==> config.mk <==
export PLATFORM = sky130hd
export DESIGN_NAME = sdb_delta_sequencer
export DESIGN_NICKNAME = d
export VERILOG_FILES = /design/src/rtl/sdb_delta_sequencer.sv
export SDC_FILE = /design/constraint.sdc
export NUM_CORES = 1
export LEC_CHECK = 0
export BUFFER_PORTS_ARGS = -buffer_cell sky130_fd_sc_hd__buf_4
export CORE_MARGIN = 3
export CORE_UTILIZATION = 55
export CTS_CLUSTER_DIAMETER = 100
export DETAILED_ROUTE_END_ITERATION = 8
export PLACE_DENSITY = 0.69
export SLEW_MARGIN = 0
export SYNTH_ARGS = -nofsm -noshare
export SYNTH_HDL_FRONTEND = slang
export SYNTH_SLANG_ARGS = --single-unit
==> constraint.sdc <==
create_clock -name aclk -period 9 [get_ports aclk]
set_input_delay 0.45 -clock aclk [delete_from_list [all_inputs] [get_ports aclk]]
set_output_delay 0.45 -clock aclk [all_outputs]
set_load 0.01 [all_outputs]
==> src/rtl/sdb_delta_sequencer.sv <==
// Step sequencer that plays a table of {dRe, dIm} rotation deltas into the
// SineSDB64 deltas stream, holding each entry for a programmable dwell.
module sdb_delta_sequencer #(
    parameter int DEPTH       = 16,
    parameter int AW          = 4,
    parameter int DWELL_WIDTH = 32
) (
    input  logic                   aclk,
    input  logic                   reset,
    input  logic                   cfg_we,
    input  logic [AW-1:0]          cfg_addr,
    input  logic [63:0]            cfg_data,
    input  logic [AW:0]            n_steps,
    input  logic [DWELL_WIDTH-1:0] dwell,
    input  logic                   loop_mode,
    input  logic                   start,
    input  logic                   stop,
    output logic [63:0]            M_AXIS_DELTAS_tdata,
    output logic                   M_AXIS_DELTAS_tvalid,
    input  logic                   M_AXIS_DELTAS_tready,
    output logic [AW-1:0]          step_index,
    output logic                   step_strobe,
    output logic                   busy,
    output logic                   done
);

    typedef enum logic [1:0] {
        IDLE,
        LOAD,
        DWELL,
        FINISH
    } state_t;

    state_t                 state;
    logic [63:0]            tbl [DEPTH];
    logic [AW-1:0]          idx;
    logic [AW-1:0]          idx_nx;
    logic [AW:0]            nsteps_q;
    logic [DWELL_WIDTH-1:0] dwell_q;
    logic [DWELL_WIDTH-1:0] cnt;
    logic                   loop_q;
    logic                   start_ok;
    logic                   more;

    assign idx_nx   = idx + 1'b1;
    assign more     = ({1'b0, idx} + 1'b1) < nsteps_q;
    assign start_ok = (n_steps != '0) && (n_steps <= (AW+1)'(DEPTH));

    // Table is deliberately outside reset so a configured pattern survives it.
    always_ff @(posedge aclk) begin
        if (cfg_we) begin
            tbl[cfg_addr] <= cfg_data;
        end
    end

    always_ff @(posedge aclk) begin
        if (reset) begin
            state                <= IDLE;
            M_AXIS_DELTAS_tdata  <= '0;
            M_AXIS_DELTAS_tvalid <= 1'b0;
            step_index           <= '0;
            step_strobe          <= 1'b0;
            busy                 <= 1'b0;
            done                 <= 1'b0;
            idx                  <= '0;
            nsteps_q             <= '0;
            dwell_q              <= '0;
            cnt                  <= '0;
            loop_q               <= 1'b0;
        end else begin
            step_strobe <= 1'b0;
            done        <= 1'b0;
            if (stop) begin
                state                <= IDLE;
                M_AXIS_DELTAS_tvalid <= 1'b0;
                busy                 <= 1'b0;
            end else begin
                unique case (state)
                    IDLE: begin
                        if (start && start_ok) begin
                            nsteps_q <= n_steps;
                            dwell_q  <= (dwell == '0) ? DWELL_WIDTH'(1) : dwell;
                            loop_q   <= loop_mode;
                            idx      <= '0;
                            busy     <= 1'b1;
                            M_AXIS_DELTAS_tdata  <= tbl[0];
                            M_AXIS_DELTAS_tvalid <= 1'b1;
                            state    <= LOAD;
                        end
                    end
                    LOAD: begin
                        if (M_AXIS_DELTAS_tready) begin
                            M_AXIS_DELTAS_tvalid <= 1'b0;
                            step_strobe <= 1'b1;
                            step_index  <= idx;
                            cnt         <= dwell_q;
                            state       <= DWELL;
                        end
                    end
                    DWELL: begin
                        if (cnt > DWELL_WIDTH'(1)) begin
                            cnt <= cnt - 1'b1;
                        end else if (more) begin
                            idx <= idx_nx;
                            M_AXIS_DELTAS_tdata  <= tbl[idx_nx];
                            M_AXIS_DELTAS_tvalid <= 1'b1;
                            state <= LOAD;
                        end else if (loop_q) begin
                            idx <= '0;
                            M_AXIS_DELTAS_tdata  <= tbl[0];
                            M_AXIS_DELTAS_tvalid <= 1'b1;
                            state <= LOAD;
                        end else begin
                            done  <= 1'b1;
                            state <= FINISH;
                        end
                    end
                    FINISH: begin
                        busy  <= 1'b0;
                        state <= IDLE;
                    end
                endcase
            end
        end
    end

endmodule

==> results of run 1 <==
timing repair:
action | 4_1_cts | 5_1_grt
endpoints found under the setup margin | 0 | 0
hold buffers | 1 | 0
endpoints found under the hold margin | 1 | 0
gates resized for setup | 0 | 0
layer usage:
metal	wire length (µm)	part of all wire, %	vias to the layer above	track usage [%]
met1	43500	38	13200	35.8
met2	56200	50	1259	43.8
met5	23	0.020	-	0
met3	9850	8.7	214	4.31
li1	-	-	10600	-
met4	4010	3.5	4	10.3
cell usage in the layout (no fill, tap or decap), types with 59 or more instances in the layout:
master and n:
a21oi_1 94, nand2_1 151, a21o_1 64, edfxtp_1 1024
dfxtp_1 147, nor2_1 110, buf_4 234, a2bb2oi_1 63
clkbuf_16 119, a21oi_2 59, o221ai_1 63, mux4_2 256
o32ai_1 63
path summary, 6_finish.rpt:
kind	to	cells after the start	startpoint	slack, ns
worst max-delay path	M_AXIS_DELTAS_tdata[44]	12	idx[0]	3.36
worst min register to register	dwell_q[19]	2	dwell_q[19]	0.46
worst max register to register	M_AXIS_DELTAS_tdata[44]	12	idx[0]	3.36
worst min-delay path	dwell_q[15]	3	dwell[15]	0.03
stage by stage:
stage                     setup slack, ns  instance area [µm²]  utilization, %  instances
after floorplan                      3.12                45700               -       2496
after global placement               3.67                48400            58.8       3627
after detailed placement             3.46                48400            58.8       3627
after CTS                            3.44                52100            63.4       3848
after global routing                 3.15                52100            63.4       3852
final                                3.36                52100            63.4       3853
worst max-delay path: stages (launching register included):
cell       delay (ns)
dfxtp_4          0.75
ha_4             0.27
xnor2_2          0.11
buf_4            0.41
inv_6            0.33
ha_1             0.49
nand3_1          0.09
a2111oi_0        0.68
or3_1            0.33
or3_2            0.87
buf_4            0.63
a21o_1           0.20
a21oi_2          0.04
cell families after synthesis:
group | Yosys count | synth area share [%]
AND/OR/NAND/NOR | 375 | 3.61
AO/OA/AOI/OAI | 498 | 8.12
flip-flops | 1172 | 73.7
XOR/XNOR | 3 | 0.0574
multiplexers | 258 | 12.6
adder cells (fa/ha/maj) | 7 | 0.191
buffers and inverters | 183 | 1.68
flip-flops by register name, indices dropped and copies added, names as in the netlist:
register              count
M_AXIS_DELTAS_tdata      64
M_AXIS_DELTAS_tvalid      1
busy                      1
cnt                      32
done                      1
dwell_q                  32
idx                       4
loop_q                    1
nsteps_q                  5
state                     2
step_index                4
step_strobe               1
tbl                    1024
power breakdown:
part / total, W / internal [W] / switching [W]
combinational: 0.000349 / 0.000129 / 0.000220
sequential: 0.00607 / 0.00603 / 0.0000459
clock: 0.00470 / 0.00272 / 0.00198
cell type report:
class / instances / area share [%]
Clock buffer: 176 / 6.39
Inverter: 8 / 0.0672
Sequential cell: 1172 / 64.7
Antenna cell: 5 / 0.0240
Clock inverter: 44 / 0.778
Timing Repair Buffer: 237 / 3.47
Multi-Input combinational cell: 1141 / 22.0
Tap cell: 1070 / 2.57
==> impl_metrics.env, run 1 <==
export IMPL_yosysUniqueCellTypes=59
export IMPL_numCtsBuffers=116
export IMPL_dp_hpwl_mm=58.3
export IMPL_syn_num_nets=2615
export IMPL_dieHeight_um=294
export IMPL_grt_usage_pct=26.5
export IMPL_cts_sinks=1172
export IMPL_p_leak_nw=16.3
export IMPL_synth_cells=2496
export IMPL_num_nets_final=2795
export IMPL_cap_violations=0
export IMPL_fin_worst_skew_ns=0.0287
export IMPL_grt_overflow=0
export IMPL_p_total_w=0.0111
export IMPL_cp_data_required_time_ns=9.52
export IMPL_die_area_um2=86700
export IMPL_synth_edf_count=1024
export IMPL_timing_worst_setup_path_type="flop to flop"
export IMPL_path_clk_slew_ns=0.06
export IMPL_die_w_um=294
export IMPL_via_count=25300
export IMPL_avgSynthCellArea_um2=18.3
export IMPL_clk_path_buf_depth=3
export IMPL_antenna_found_initial=7
export IMPL_drtAntennaViolNets=0
export IMPL_hold_ws_ns=0.0289
export IMPL_cts_htree_levels=3
export IMPL_synthFlopType="edfxtp_1"
export IMPL_synth_area_leader_cell="edfxtp_1"
export IMPL_grt_max_degree=131
export IMPL_ys_ff_latch=1172
export IMPL_initial_core_util_pct=55.6
export IMPL_async_flop_share_pct=0
export IMPL_cts_tree="built"
export IMPL_post_cts_buffers=0
export IMPL_cts_root_buf="clkbuf_16"
export IMPL_grt_first_pass_wirelength_mm=168
export IMPL_io_buffers=183
export IMPL_fin_crit_ns=5.64
export IMPL_synth_area_um2=45700
export IMPL_critPathCaptureType="flop"
export IMPL_areaGrowthSynthToFinish_pct=13.9
export IMPL_p_per_area_nw_per_um2=213
export IMPL_drive_above_1_share_pct=27.2
export IMPL_place_gp_congestion=0.854
export IMPL_worstPathArrival_ns=6.15
export IMPL_synth_commonest_cells="1,024 x edfxtp_1, 256 x mux4_2, 152 x nand2_1, 148 x dfxtp_1, 133 x clkbuf_1"
export IMPL_drc=0
export IMPL_cp_max_fo=80
export IMPL_setup_tns_ns=0
export IMPL_core_region_area_um2=82200
export IMPL_clk_latency_ns=0.68
export IMPL_clock_fmax_mhz=177
export IMPL_synth_area_leaders="edfxtp_1 67%, mux4_2 13%, dfxtp_1 6.5%"
export IMPL_yosysTopAreaCellShare_pct=67.2
export IMPL_ir_worst_vdd_mv=0.184
export IMPL_worst_pin_slew_ns=1.33
export IMPL_wl_per_cell_um=29.5
export IMPL_post_route_period_util_pct=62.6
export IMPL_start_kind="flop"
export IMPL_drt_initial_drc_count=2959
export IMPL_regArea_um2=33700
export IMPL_boundaryPins=184
export IMPL_timing_hold_violations_final=0
export IMPL_wirelength_mm=114
export IMPL_fill_cells=5612
export IMPL_status="complete, no violations"
export IMPL_ys_warn_count=0
export IMPL_avgViaCountPerCell=6.56
export IMPL_rows=105
export IMPL_maxSlewHeadroom_pct=11.3
export IMPL_multi_input_area_um2=11500
export IMPL_grt_setup_unrepaired="false"
export IMPL_setup_violations_final=0
export IMPL_drv_slew=0
export IMPL_synth_seq_area_share_pct=73.7
export IMPL_min_path_type="input port to flop"
export IMPL_synth_most_common_cell="edfxtp_1"
export IMPL_grt_pass1_vias=26100
export IMPL_first_pass_iters=5
Note: power is estimated with default switching activity, not from simulation.
==> run 2: changes to the inputs <==
==> constraint.sdc (replaced) <==
create_clock -name aclk -period 5.6 [get_ports aclk]
set_input_delay 0.28 -clock aclk [delete_from_list [all_inputs] [get_ports aclk]]
set_output_delay 0.28 -clock aclk [all_outputs]
set_load 0.01 [all_outputs]
==> run 2 against run 1 <==
  * Total power is 63% higher
  * Cell count rose by 2.8%
  * First-iteration DRC count decreased by 4.5%
  * Critical path type unchanged
  * Final area grew 2.4%
  * Combinational power up 80%
  * Register-to-register slack lost 2.1 ns
  * Via count is 2.6% higher
  * Largest cell class unchanged
  * Highest routed layer is now met4
  * Worst setup slack got worse by 2.1 ns
==> impl_metrics.env, run 2 (synthesized netlist as in run 1, its figures left out) <==
export IMPL_status="complete, no violations"
export IMPL_min_path_type="input port to flop"
export IMPL_crit_buf_inv=2
export IMPL_areaGrowthSynthToFinish_pct=16.7
export IMPL_crit_family="simple AND/OR/NAND/NOR gates"
export IMPL_dp_hpwl_mm=58.4
export IMPL_dpl_worst_slack_ns=1.17
export IMPL_reg2reg_to="M_AXIS_DELTAS_tdata[60]"
export IMPL_p_per_area_nw_per_um2=339
export IMPL_cp_max_fo=105
export IMPL_cts_htree_levels=3
export IMPL_timing_hold_violations_final=0
export IMPL_holdPathStages=2
export IMPL_io_buffers=183
export IMPL_place_gp_congestion=0.896
export IMPL_rows=105
export IMPL_largest_register_ffs=1024
export IMPL_via_count=25900
export IMPL_fin_worst_skew_ns=0.0254
export IMPL_regMostFlops="tbl"
export IMPL_clock_fmax_mhz=228
export IMPL_ir_worst_vdd_mv=0.317
export IMPL_cap_violations=0
export IMPL_grt_overflow=0
export IMPL_fin_crit_ns=4.38
export IMPL_drv_slew=0
export IMPL_wirelength_mm=115
export IMPL_r2r_cells=12
export IMPL_fin_area_um2=53400
export IMPL_rrSetupSlack_ns=1.22
export IMPL_numCtsBuffers=116
export IMPL_wl_per_cell_um=29.0
export IMPL_start_kind="flop"
export IMPL_grt_first_pass_wirelength_mm=170
export IMPL_cp_data_required_time_ns=6.14
export IMPL_p_leak_nw=16.8
export IMPL_layout_common_cells="1,024 x edfxtp_1, 256 x mux4_2, 227 x buf_4, 151 x nand2_1, 147 x dfxtp_1"
export IMPL_clkPwrFrac_pct=42.6
export IMPL_min_from="cfg_addr[1]"
export IMPL_hold_path_endpoint="tbl[4][44]"
export IMPL_grt_usage_pct=26.6
export IMPL_worstPathCellList="buf_12 -> and2_1 -> nand2_1 -> xnor2_2 -> ha_1 -> nand3_1 -> a2111oi_0 -> or3_1 -> or3_2 -> buf_4 -> a21o_1 -> a21oi_2"
export IMPL_critPathMaxStageDelay_ns=0.65
export IMPL_critPathCaptureType="flop"
export IMPL_drtAntennaViolNets=0
export IMPL_layout_setup_ws_ns=1.22
export IMPL_drt_initial_drc_count=2827
export IMPL_p_seq_share_pct=53.9
export IMPL_timing_worst_setup_path_type="flop to flop"
export IMPL_drive_above_1_share_pct=26.7
export IMPL_maxSlewHeadroom_pct=23.0
export IMPL_crit_slowest_cell="a2111oi_0"
export IMPL_r2r_start="idx[0]"
export IMPL_clk_path_buf_depth=3
export IMPL_finalNonFillerCells=3960
export IMPL_dieHeight_um=294
export IMPL_avgViaCountPerCell=6.55
export IMPL_setup_violations_final=0
export IMPL_cts_resized=0
export IMPL_final_common_cell="edfxtp_1"
export IMPL_core_region_area_um2=82200
export IMPL_clk_latency_ns=0.68
export IMPL_grt_pass1_vias=26400
export IMPL_reg_largest_list="tbl: 1024 flops, M_AXIS_DELTAS_tdata: 64 flops"
export IMPL_grt_setup_unrepaired="false"
export IMPL_cts_sinks=1172
export IMPL_combPwrFrac_pct=3.5
export IMPL_first_pass_iters=6
export IMPL_post_route_period_util_pct=78.2
export IMPL_postPlaceCellArea_um2=48500
export IMPL_dpl_cell_count=3629
export IMPL_antenna_found_initial=6
export IMPL_drc=0
export IMPL_worst_pin_slew_ns=1.15
export IMPL_num_nets_final=2900
export IMPL_cts_tree="built"
export IMPL_swShare_pct=20.1
export IMPL_path_clk_slew_ns=0.06
export IMPL_die_w_um=294
export IMPL_grt_max_degree=142
export IMPL_p_int_w=0.0145
export IMPL_boundaryPins=184
export IMPL_cts_root_buf="clkbuf_16"
export IMPL_setup_tns_ns=0
export IMPL_worstPathArrival_ns=4.92
export IMPL_p_switching_w=0.00364
export IMPL_die_area_um2=86700
export IMPL_initial_core_util_pct=55.6
==> run 2: timing repair <==
action	CTS	global route
endpoints found under the hold margin	1064	0
setup buffers	0	0
hold buffers	104	0
==> run 2: cell type report <==
type                       count  area, µm²
inverter                       8       35.0
sequential                  1172      33700
antenna                        7       17.5
multi-input combinational   1141      11500
timing repair buffer         342       2970
clock inverter                67        638
clock buffer                 153       3200
tap                         1070       1340
fill                        5431      28900
==> run 2: worst max-delay path by stage <==
stage                           start                 endpoint  slack (ns)  cells after the start
after floorplan           cfg_addr[3]                tbl[4][0]        0.19                      2
after global placement         idx[0]   M_AXIS_DELTAS_tdata[2]        1.29                     12
after detailed placement       idx[0]   M_AXIS_DELTAS_tdata[2]        1.17                     12
after CTS                      idx[0]   M_AXIS_DELTAS_tdata[2]        1.11                     12
after global routing           idx[0]  M_AXIS_DELTAS_tdata[60]        0.89                     12
final                          idx[0]  M_AXIS_DELTAS_tdata[60]        1.22                     12
==> run 2: power by group through the flow <==
stage	combinational, W	sequential, W	clock [W]
final	0.000627	0.00976	0.00771
after global routing	0.000672	0.00977	0.00818
after CTS	0.000625	0.00976	0.00781
after detailed placement	0.000558	0.00994	0
after global placement	0.000538	0.00993	0
after floorplan	0.000235	0.00994	0
==> run 2: layer usage <==
metal | vias up | GRT usage (%) | wire (µm)
li1 | 10800 | - | -
met2 | 1310 | 44.5 | 57600
met4 | 0 | 8.48 | 3200
met5 | - | 0 | 0
met3 | 212 | 4.14 | 9730
met1 | 13600 | 36.6 | 44200
==> run 2: metrics by stage <==
step / utilization (%) / total power (W) / hold WS (ns)
after global routing: 64.9 / 0.0186 / 0.127
after global placement: 59.0 / 0.0105 / 0.446
after floorplan: - / 0.0102 / 0.379
after CTS: 64.9 / 0.0182 / 0.0937
final: 64.9 / 0.0181 / 0.127
after detailed placement: 59.0 / 0.0105 / 0.447
